--- src/rtl/merge_rr.sv ---
// merge_rr: P-lane round-robin token merge with one FIFO per lane; T_OUT lane tag exists only with MERGE_RR_TAG_EN.
// Latency 2 cycles R_IN->R_OUT uncontended; no backpressure: a push into a full, unpopped FIFO is dropped and sets sticky OVF.

module merge_rr_fifo #(
    parameter int N     = 16,
    parameter int DEPTH = 2
) (
    input  logic         clk_i,
    input  logic         rst_i,
    input  logic         push_i,
    input  logic [N-1:0] push_dat_i,
    input  logic         pop_i,
    output logic [N-1:0] head_dat_o,
    output logic         empty_o,
    output logic         ovf_o
);
    logic full;
    logic wr_en;

    // A full FIFO still accepts a push when its head leaves on the same edge.
    assign wr_en = push_i && (!full || pop_i);
    assign ovf_o = push_i && full && !pop_i;

    if (DEPTH == 1) begin : g_reg
        logic         vld_q;
        logic         vld_d;
        logic [N-1:0] dat_q;

        assign vld_d = wr_en ? 1'b1 : (pop_i ? 1'b0 : vld_q);

        always_ff @(posedge clk_i or posedge rst_i) begin
            if (rst_i) begin
                vld_q <= 1'b0;
                dat_q <= '0;
            end else begin
                vld_q <= vld_d;
                if (wr_en) dat_q <= push_dat_i;
            end
        end

        assign full       = vld_q;
        assign empty_o    = !vld_q;
        assign head_dat_o = dat_q;
    end else begin : g_ring
        localparam int AW = $clog2(DEPTH);
        logic [AW:0]  wr_q, wr_d;
        logic [AW:0]  rd_q, rd_d;
        logic [N-1:0] mem_q [DEPTH];

        assign wr_d = wr_en ? wr_q + 1'b1 : wr_q;
        assign rd_d = pop_i ? rd_q + 1'b1 : rd_q;

        always_ff @(posedge clk_i or posedge rst_i) begin
            if (rst_i) begin
                wr_q <= '0;
                rd_q <= '0;
            end else begin
                wr_q <= wr_d;
                rd_q <= rd_d;
            end
        end

        always_ff @(posedge clk_i) begin
            if (wr_en) mem_q[wr_q[AW-1:0]] <= push_dat_i;
        end

        assign full       = (wr_q[AW] != rd_q[AW]) && (wr_q[AW-1:0] == rd_q[AW-1:0]);
        assign empty_o    = (wr_q == rd_q);
        assign head_dat_o = mem_q[rd_q[AW-1:0]];
    end
endmodule

module merge_rr #(
    parameter  int N     = 16,
    parameter  int P     = 2,
    parameter  int DEPTH = 2,
    localparam int TW    = ($clog2(P) > 1) ? $clog2(P) : 1
) (
    input  logic           CLK,
    input  logic           RST,
    input  logic           EN,
    input  logic [P-1:0]   R_IN,
    input  logic [P*N-1:0] D_IN,
    output logic           R_OUT,
    output logic [N-1:0]   D_OUT,
    output logic           OVF
`ifdef MERGE_RR_TAG_EN
    ,
    output logic [TW-1:0]  T_OUT
`endif
);
    logic [P-1:0]  empty;
    logic [P-1:0]  push;
    logic [P-1:0]  pop;
    logic [P-1:0]  ovf_lane;
    logic [N-1:0]  head [P];
    logic [TW-1:0] win;
    logic          any;
    logic [TW-1:0] ptr_q, ptr_d;
    logic          r_out_q, r_out_d;
    logic [N-1:0]  d_out_q, d_out_d;
    logic          ovf_q, ovf_d;

    for (genvar i = 0; i < P; i++) begin : g_lane
        merge_rr_fifo #(.N(N), .DEPTH(DEPTH)) u_fifo (
            .clk_i      (CLK),
            .rst_i      (RST),
            .push_i     (push[i]),
            .push_dat_i (D_IN[i*N +: N]),
            .pop_i      (pop[i]),
            .head_dat_o (head[i]),
            .empty_o    (empty[i]),
            .ovf_o      (ovf_lane[i])
        );
    end

    // Unrolled per pointer value so every lane index is a constant.
    always_comb begin
        win = '0;
        any = 1'b0;
        for (int s = 0; s < P; s++) begin
            if (ptr_q == TW'(s)) begin
                for (int k = 0; k < P; k++) begin
                    if (!any && !empty[(s + k) % P]) begin
                        any = 1'b1;
                        win = TW'((s + k) % P);
                    end
                end
            end
        end
    end

    always_comb begin
        push = '0;
        pop  = '0;
        for (int i = 0; i < P; i++) begin
            push[i] = EN && R_IN[i];
            pop[i]  = EN && any && (win == TW'(i));
        end
    end

    always_comb begin
        ptr_d   = ptr_q;
        r_out_d = 1'b0;
        d_out_d = d_out_q;
        ovf_d   = ovf_q | (|ovf_lane);
        if (EN && any) begin
            r_out_d = 1'b1;
            d_out_d = head[win];
            ptr_d   = (win == TW'(P - 1)) ? '0 : win + 1'b1;
        end
    end

    always_ff @(posedge CLK or posedge RST) begin
        if (RST) begin
            ptr_q   <= '0;
            r_out_q <= 1'b0;
            d_out_q <= '0;
            ovf_q   <= 1'b0;
        end else begin
            ptr_q   <= ptr_d;
            r_out_q <= r_out_d;
            d_out_q <= d_out_d;
            ovf_q   <= ovf_d;
        end
    end

    assign R_OUT = r_out_q;
    assign D_OUT = d_out_q;
    assign OVF   = ovf_q;

`ifdef MERGE_RR_TAG_EN
    logic [TW-1:0] tag_q, tag_d;

    assign tag_d = (EN && any) ? win : tag_q;

    always_ff @(posedge CLK or posedge RST) begin
        if (RST) tag_q <= '0;
        else     tag_q <= tag_d;
    end

    assign T_OUT = tag_q;
`endif
endmodule

--- config.mk ---
export PLATFORM = sky130hd
export DESIGN_NAME = merge_rr
export DESIGN_NICKNAME = d
export VERILOG_FILES = /design/src/rtl/merge_rr.sv
export SDC_FILE = /design/constraint.sdc
export NUM_CORES = 1
export LEC_CHECK = 0
export BUFFER_PORTS_ARGS = -buffer_cell sky130_fd_sc_hd__buf_2
export CAP_MARGIN = 20
export CORE_MARGIN = 2
export CORE_UTILIZATION = 45
export CTS_BUF_LIST = sky130_fd_sc_hd__clkbuf_8
export DETAILED_ROUTE_END_ITERATION = 10
export PLACE_DENSITY = 0.66
export SLEW_MARGIN = 20
export SYNTH_ARGS = -nofsm -noshare
export SYNTH_HDL_FRONTEND = slang
export SYNTH_SLANG_ARGS = --single-unit
--- constraint.sdc ---
create_clock -name CLK -period 7.8 [get_ports CLK]
set_input_delay 1.56 -clock CLK [delete_from_list [all_inputs] [get_ports CLK]]
set_output_delay 1.56 -clock CLK [all_outputs]
set_load 0.03 [all_outputs]
==> metrics.md, run 1 <==
| Metric | Value |
|---|---|
| Fmax | `349 MHz` |
| Peak supply drop | `0.125 mV` |
| R2R Path Start | `g_lane[1].u_fifo.g_ring.rd_q[0]$_DFFE_PP0P_` |
| Status | `completed` |
| Synth warn | `0` |
| Filler cell count | `646` |
| Post-CTS Resized | `0` |
| Delay-heaviest family, CP | `flip-flops` |
| Fin Setup TNS | `0 ps` |
| Min-delay worst type | `reg -> reg` |
| Power Dens Cells | `391 nW/µm²` |
| Dpl cells | `359` |
| FF+latch count, synth | `91` |
| Power Total | `1.61 mW` |
| Pre-CTS WS | `4630 ps` |
| DRT Wirelength | `6420 µm` |
| Core Area | `7690 µm²` |
| Via count | `1927` |
| Crit Path Class | `reg -> reg` |
| Critical path buffers and inverters | `0` |
| Worst Path Arrival | `2840 ps` |
| Max incr delay on CP | `1100 ps` |
| Hpwl dp | `4060 µm` |
| Worst rel slew slack | `0.249` |
| Finished Layout Cells | `376` |
| Crit path max fanout | `19` |
| Clock share of power | `0.176` |
| Period minus WS final | `2860 ps` |
| Share of cells above drive strength 1 | `0.307` |
| I/O Pins | `55` |
| Post-synthesis instance area | `3560 µm²` |
| Sequential fraction of design power | `0.460` |
| Slew of the pin with the lowest slew margin | `1130 ps` |
| GRT Residual Overflow | `0` |
| TritonCTS Buffers | `9` |
| WP data required | `7780 ps` |
| Final hold vios | `0` |
| Mean area per synthesized cell | `17.1 µm²` |
| CTS tree | `yes` |
| Final Core Density | `0.535` |
| # DRC | `0` |
| Max stage delay cell, worst path | `dfrtp_1` |
| Vias per inst | `5.13` |
| CP endpoint | `g_lane[0].u_fifo.g_ring.mem_q[1][10]$_DFFE_PP_` |
| Pleak | `1.64 nW` |
| Sw Share | `0.388` |
| Switch Pwr | `0.623 mW` |
| DRT antenna net count | `0` |
| Die area | `8650 µm²` |
| Worst-path clk slew | `90 ps` |
| Yosys cell types | `31` |
| H-tree depth | `3` |
| CP Cell Sequence | `xor2_4 -> o21ai_1 -> nor3_1 -> nor2_2` |
| Hold_ws | `493 ps` |
| Finished Cell Area | `4110 µm²` |
| Int Pwr | `0.983 mW` |
| Period utilization | `0.367` |
| Vias in the first global route | `1888` |
| DIE HEIGHT | `93 µm` |
| CP Capture Type | `flip-flop` |
| PortBufs | `54` |
| Max-slew violation count | `0` |
| Layout area overhead | `15.3%` |
| Sequential share of the synthesized area | `0.729` |
| Most frequent cells in the layout | `64 x edfxtp_1, 54 x buf_2, 32 x mux2i_1` |
| GR Util All Layers | `0.153` |
| Root Buffer | `clkbuf_8` |
| Reg2Reg Depth | `4` |
| Initial antenna violation count | `0` |
| Clock latency on the worst-skew pair | `350 ps` |
| DR pass1 iterations | `4` |
| Worst reg2reg endpoint | `g_lane[0].u_fifo.g_ring.mem_q[1][10]$_DFFE_PP_` |
| Clk sink count | `91` |
| Final setup vio count | `0` |
| Post-CTS Setup Inserts | `0` |
| Setup ws final | `4940 ps` |
| Crit. path cell count | `4` |
| Global-route wire length before repair | `9580 µm` |
| Hold buffers post-CTS | `0` |
| WL/cell | `17.1 µm` |
| Row count | `32` |
| Logic pwr share | `0.364` |
| Worst setup SP type | `flip-flop` |
| Fin nets | `306` |
| Layout Skew | `9.68 ps` |
| Post-Syn Nets | `246` |
| Commonest non-fill, non-tap cell in the layout | `edfxtp_1` |
| Antenna Cells | `0` |
| Cells after Synth | `209` |
| Die Wd | `93 µm` |
| R2R Setup Slk | `4940 ps` |
| Crit path from | `g_lane[1].u_fifo.g_ring.rd_q[0]$_DFFE_PP0P_` |
| Drt first-iter violations | `117` |
| Post-DP Area | `3930 µm²` |
| Starting Density | `0.464` |
| Largest net degree at the start of global routing | `28` |
| RSZ-0062 raised after global routing | `false` |
| Longest Clk Path Bufs | `2` |
| Maxcap violations | `0` |
| Gpl congestion | `0.818` |
[layout make-up]
class	instances	area (µm²)	area share
Multi-Input combinational cell	107	903	0.220
Clock inverter	6	33.8	0.00822
Clock buffer	10	138	0.0335
Timing Repair Buffer	58	304	0.0740
Sequential cell	91	2600	0.632
Tap cell	102	128	0.0310
Inverter	2	7.51	0.00183
[worst min path at each step]
stage,start,endpoint,depth (start not counted)
floorplan,ptr_q$_DFFE_PP0N_,ptr_q$_DFFE_PP0N_,2
global placement,D_OUT[1]$_DFFE_PP0N_,D_OUT[1]$_DFFE_PP0N_,2
detailed placement,D_OUT[6]$_DFFE_PP0N_,D_OUT[6]$_DFFE_PP0N_,2
CTS,D_OUT[6]$_DFFE_PP0N_,D_OUT[6]$_DFFE_PP0N_,2
global route,D_OUT[9]$_DFFE_PP0N_,D_OUT[9]$_DFFE_PP0N_,2
finish,D_OUT[7]$_DFFE_PP0N_,D_OUT[7]$_DFFE_PP0N_,2
[sequential cells by signal (all words and copies together), names as in the netlist]
register,flops
g_lane.u_fifo.g_ring.rd_q,4
g_lane.u_fifo.g_ring.wr_q,4
ptr_q,1
OVF,1
R_OUT,1
g_lane.u_fifo.g_ring.mem_q,64
D_OUT,16
[Yosys cell counts, drive strengths merged]
cell | number | area [µm²]
a41o | 2 | 20.0
and2b | 1 | 7.51
nand3 | 2 | 10.0
o21ai | 1 | 5.00
xor2 | 8 | 111
o41ai | 1 | 27.5
a21oi | 3 | 15.0
o21bai | 1 | 7.51
a211o | 1 | 8.76
o311ai | 1 | 8.76
nor2b | 1 | 6.26
o211ai | 3 | 32.5
nor3 | 2 | 10.0
nand2 | 22 | 82.6
nor2 | 3 | 11.3
buf | 7 | 60.1
o221ai | 16 | 146
mux2i | 32 | 320
o21a | 1 | 7.51
edfxtp | 64 | 1920
o2111ai | 1 | 8.76
o21ba | 1 | 10.0
clkbuf | 2 | 7.51
inv | 2 | 7.51
dfrtp | 27 | 676
xnor2 | 4 | 35.0
[worst reg2reg max path, delay by kind of cell, from the launching register on]
kind / cells / cell delay (ps)
AOI/OAI and AO/OA: 1 / 260
and+or+nand+nor: 2 / 900
DFF: 1 / 1100
xor gates and xnor gates: 1 / 230
[cell families after synthesis]
group           Yosys count  share of synthesized area
compound gates           32                     0.0835
xor+xnor                 12                     0.0411
buf+inv                  11                     0.0211
flops                    91                      0.729
mux                      32                     0.0899
simple gates             31                     0.0358
[metal layers]
layer  wire [µm]  share of wire  vias to the layer above  track usage
met5           0              0                        -            0
met3         274          0.043                       11       0.0274
li1            -              -                      930            -
met1        2950           0.46                      938        0.205
met4         135          0.021                        0       0.0735
met2        3060           0.48                       48        0.244
[power groups by stage]
stage,logic (mW),clock network (mW),registers [mW]
final,0.585,0.283,0.739
after global routing,0.635,0.305,0.755
after CTS,0.589,0.287,0.740
after detailed placement,0.589,0,0.750
after global placement,0.579,0,0.748
after floorplan,0.393,0,0.799
Note: power is estimated with default switching activity, not from simulation.
==> run 2: changes to the inputs <==
--- a/config.mk
+++ b/config.mk
@@ -11,7 +11,7 @@
 export CORE_UTILIZATION = 45
 export CTS_BUF_LIST = sky130_fd_sc_hd__clkbuf_8
 export DETAILED_ROUTE_END_ITERATION = 10
-export PLACE_DENSITY = 0.66
+export PLACE_DENSITY = 0.68
 export SLEW_MARGIN = 20
 export SYNTH_ARGS = -nofsm -noshare
 export SYNTH_HDL_FRONTEND = slang
==> constraint.sdc (replaced) <==
create_clock -name CLK -period 2.5 [get_ports CLK]
set_input_delay 0.5 -clock CLK [delete_from_list [all_inputs] [get_ports CLK]]
set_output_delay 0.5 -clock CLK [all_outputs]
set_load 0.03 [all_outputs]
==> run 2 against run 1 <==
  * Register-to-register slack got worse by 4700 ps
  * Wire length increased by 4.4%
  * Critical path depth unchanged
  * Worst hold slack got worse by 290 ps
  * Largest power group unchanged
  * Clock skew increased by 0.62 ps
  * Flip-flop and latch count unchanged
  * Maximum frequency increased by 27%
  * Core utilization increased by 1.3 points
  * Combinational power increased to 3.4 times the previous value
==> metrics.md, run 2 (synthesis gave the netlist of run 1 again) <==
| Metric | Value |
|---|---|
| Worst Path Arrival | `2230 ps` |
| Final setup vio count | `0` |
| Worst reg2reg endpoint | `g_lane[1].u_fifo.g_ring.mem_q[0][3]$_DFFE_PP_` |
| Starting Density | `0.464` |
| Period utilization | `0.900` |
| Worst-path clk slew | `90 ps` |
| Met1 global-route usage | `0.221` |
| # DRC | `0` |
| Status | `completed` |
| Slew of the pin with the lowest slew margin | `999 ps` |
| Clock share of power | `0.217` |
| DRT antenna net count | `0` |
| H-tree depth | `3` |
| Die area | `8650 µm²` |
| Longest Clk Path Bufs | `2` |
| Core Area | `7690 µm²` |
| Finished Cell Area | `4210 µm²` |
| Worst setup SP type | `flip-flop` |
| Initial antenna violation count | `0` |
| R2R Path Start | `g_lane[0].u_fifo.g_ring.wr_q[1]$_DFFE_PP0P_` |
| TritonCTS Buffers | `9` |
| Min-delay worst type | `in -> async` |
| I/O Pins | `55` |
| Hpwl dp | `4210 µm` |
| Filler cell count | `652` |
| Fin Setup TNS | `0 ps` |
| Via count | `1988` |
| GR Util All Layers | `0.170` |
| Root Buffer | `clkbuf_8` |
| Vias in the first global route | `2040` |
| Switch Pwr | `1.98 mW` |
| CP Capture Type | `flip-flop` |
| Antenna Cells | `0` |
| Layout area overhead | `18.2%` |
| GR Util met3 | `0.0266` |
| Crit path max fanout | `16` |
| Global route hottest layer | `met2` |
| Post-CTS Setup Inserts | `0` |
| WL/cell | `17.6 µm` |
| DIE HEIGHT | `93 µm` |
| Row count | `32` |
| Period minus WS final | `2250 ps` |
| Largest net degree at the start of global routing | `28` |
| Dpl cells | `365` |
| Final hold vios | `0` |
| GR met2 Demand/Resource | `0.279` |
| Global-route wire length before repair | `10700 µm` |
| Layout Skew | `10.3 ps` |
| DRT Wirelength | `6700 µm` |
| Fmax | `445 MHz` |
| Clk sink count | `91` |
| GRT Residual Overflow | `0` |
| Logic pwr share | `0.365` |
| Share of cells above drive strength 1 | `0.323` |
| R2R Setup Slk | `250 ps` |
| Pleak | `1.69 nW` |
| RSZ-0062 raised after global routing | `false` |
| Register Area | `2600 µm²` |
| WP data required | `2480 ps` |
| Sequential fraction of design power | `0.417` |
| Max-slew violation count | `0` |
| Max reg flops | `64` |
| Power Dens Cells | `1270 nW/µm²` |
| Multi-input logic area | `903 µm²` |
| Drt first-iter violations | `141` |
| Maxcap violations | `0` |
| Finished Layout Cells | `381` |
| Int Pwr | `3.38 mW` |
| Hold buffers post-CTS | `0` |
| Post-CTS Resized | `0` |
| Gpl congestion | `0.861` |
| CTS tree | `yes` |
| Commonest non-fill, non-tap cell in the layout | `edfxtp_1` |
| Worst rel slew slack | `0.332` |
| Peak supply drop | `0.507 mV` |
| DR pass1 iterations | `4` |
| Fin nets | `311` |
| Die Wd | `93 µm` |
| Crit Path Class | `reg -> reg` |
| Post-DP Area | `3970 µm²` |
| Clock latency on the worst-skew pair | `350 ps` |
| Sw Share | `0.369` |
| PortBufs | `54` |
| Power Total | `5.36 mW` |
| Most frequent cells in the layout | `64 x edfxtp_1, 54 x buf_2, 32 x mux2i_1` |
| Reg2Reg Depth | `4` |
| Vias per inst | `5.22` |
-- run 2: cell count changes in the layout (fill, tap and decap cells not counted) --
cell	change
buf_4	+6
buf_6	-1
clkbuf_8	-1
inv_1	-2
clkinv_4	+2
inv_4	-1
bufinv_16	+3
clkinv_1	+1
clkinvlp_4	-2
-- run 2: final cells by class --
cell class / count / area share
Clock buffer: 9 / 0.0294
Clock inverter: 7 / 0.0276
Inverter: 2 / 0.00178
Multi-Input combinational cell: 107 / 0.214
Sequential cell: 91 / 0.616
Tap cell: 102 / 0.0303
Timing Repair Buffer: 63 / 0.0802
-- run 2: through the flow --
| step | hold slack [ps] | setup slack [ps] | util |
|---|---|---|---|
| 2_1_floorplan | 489 | 268 | - |
| 3_3_place_gp | 474 | 322 | 0.517 |
| 3_5_place_dp | 473 | 234 | 0.517 |
| 4_1_cts | 203 | 212 | 0.548 |
| 5_1_grt | 237 | 144 | 0.548 |
| 6_report | 200 | 251 | 0.548 |
-- run 2: how the worst max path moves through the flow --
stage / start / end / slack [ps]
floorplan: EN / g_lane[1].u_fifo.g_ring.mem_q[1][0]$_DFFE_PP_ / 270
global placement: g_lane[0].u_fifo.g_ring.wr_q[1]$_DFFE_PP0P_ / g_lane[1].u_fifo.g_ring.mem_q[0][11]$_DFFE_PP_ / 320
detailed placement: g_lane[0].u_fifo.g_ring.wr_q[1]$_DFFE_PP0P_ / g_lane[1].u_fifo.g_ring.mem_q[0][15]$_DFFE_PP_ / 230
CTS: g_lane[0].u_fifo.g_ring.wr_q[1]$_DFFE_PP0P_ / g_lane[1].u_fifo.g_ring.mem_q[0][10]$_DFFE_PP_ / 210
global route: g_lane[1].u_fifo.g_ring.wr_q[0]$_DFFE_PP0P_ / g_lane[1].u_fifo.g_ring.mem_q[0][15]$_DFFE_PP_ / 140
finish: g_lane[0].u_fifo.g_ring.wr_q[1]$_DFFE_PP0P_ / g_lane[1].u_fifo.g_ring.mem_q[0][3]$_DFFE_PP_ / 250
-- run 2: critical path, stage by stage (launching register included) --
cell,delay [ps]
dfrtp_1,440
xor2_2,240
o21ba_2,270
a21oi_1,200
and2b_1,720
-- run 2: routing by layer --
| layer | share of wire | up-vias | routed length (µm) |
|---|---|---|---|
| met5 | 0 | - | 0 |
| met4 | 0.018 | 0 | 121 |
| met3 | 0.035 | 10 | 237 |
| met2 | 0.52 | 53 | 3460 |
| met1 | 0.43 | 988 | 2880 |
| li1 | - | 937 | - |
-- run 2: power groups by stage --
| stage | registers (mW) | logic (mW) | clock network (mW) |
|---|---|---|---|
| floorplan | 2.49 | 1.23 | 0 |
| global placement | 2.26 | 1.95 | 0 |
| detailed placement | 2.27 | 1.98 | 0 |
| CTS | 2.24 | 1.99 | 1.19 |
| global route | 2.28 | 2.12 | 1.26 |
| finish | 2.24 | 1.96 | 1.16 |
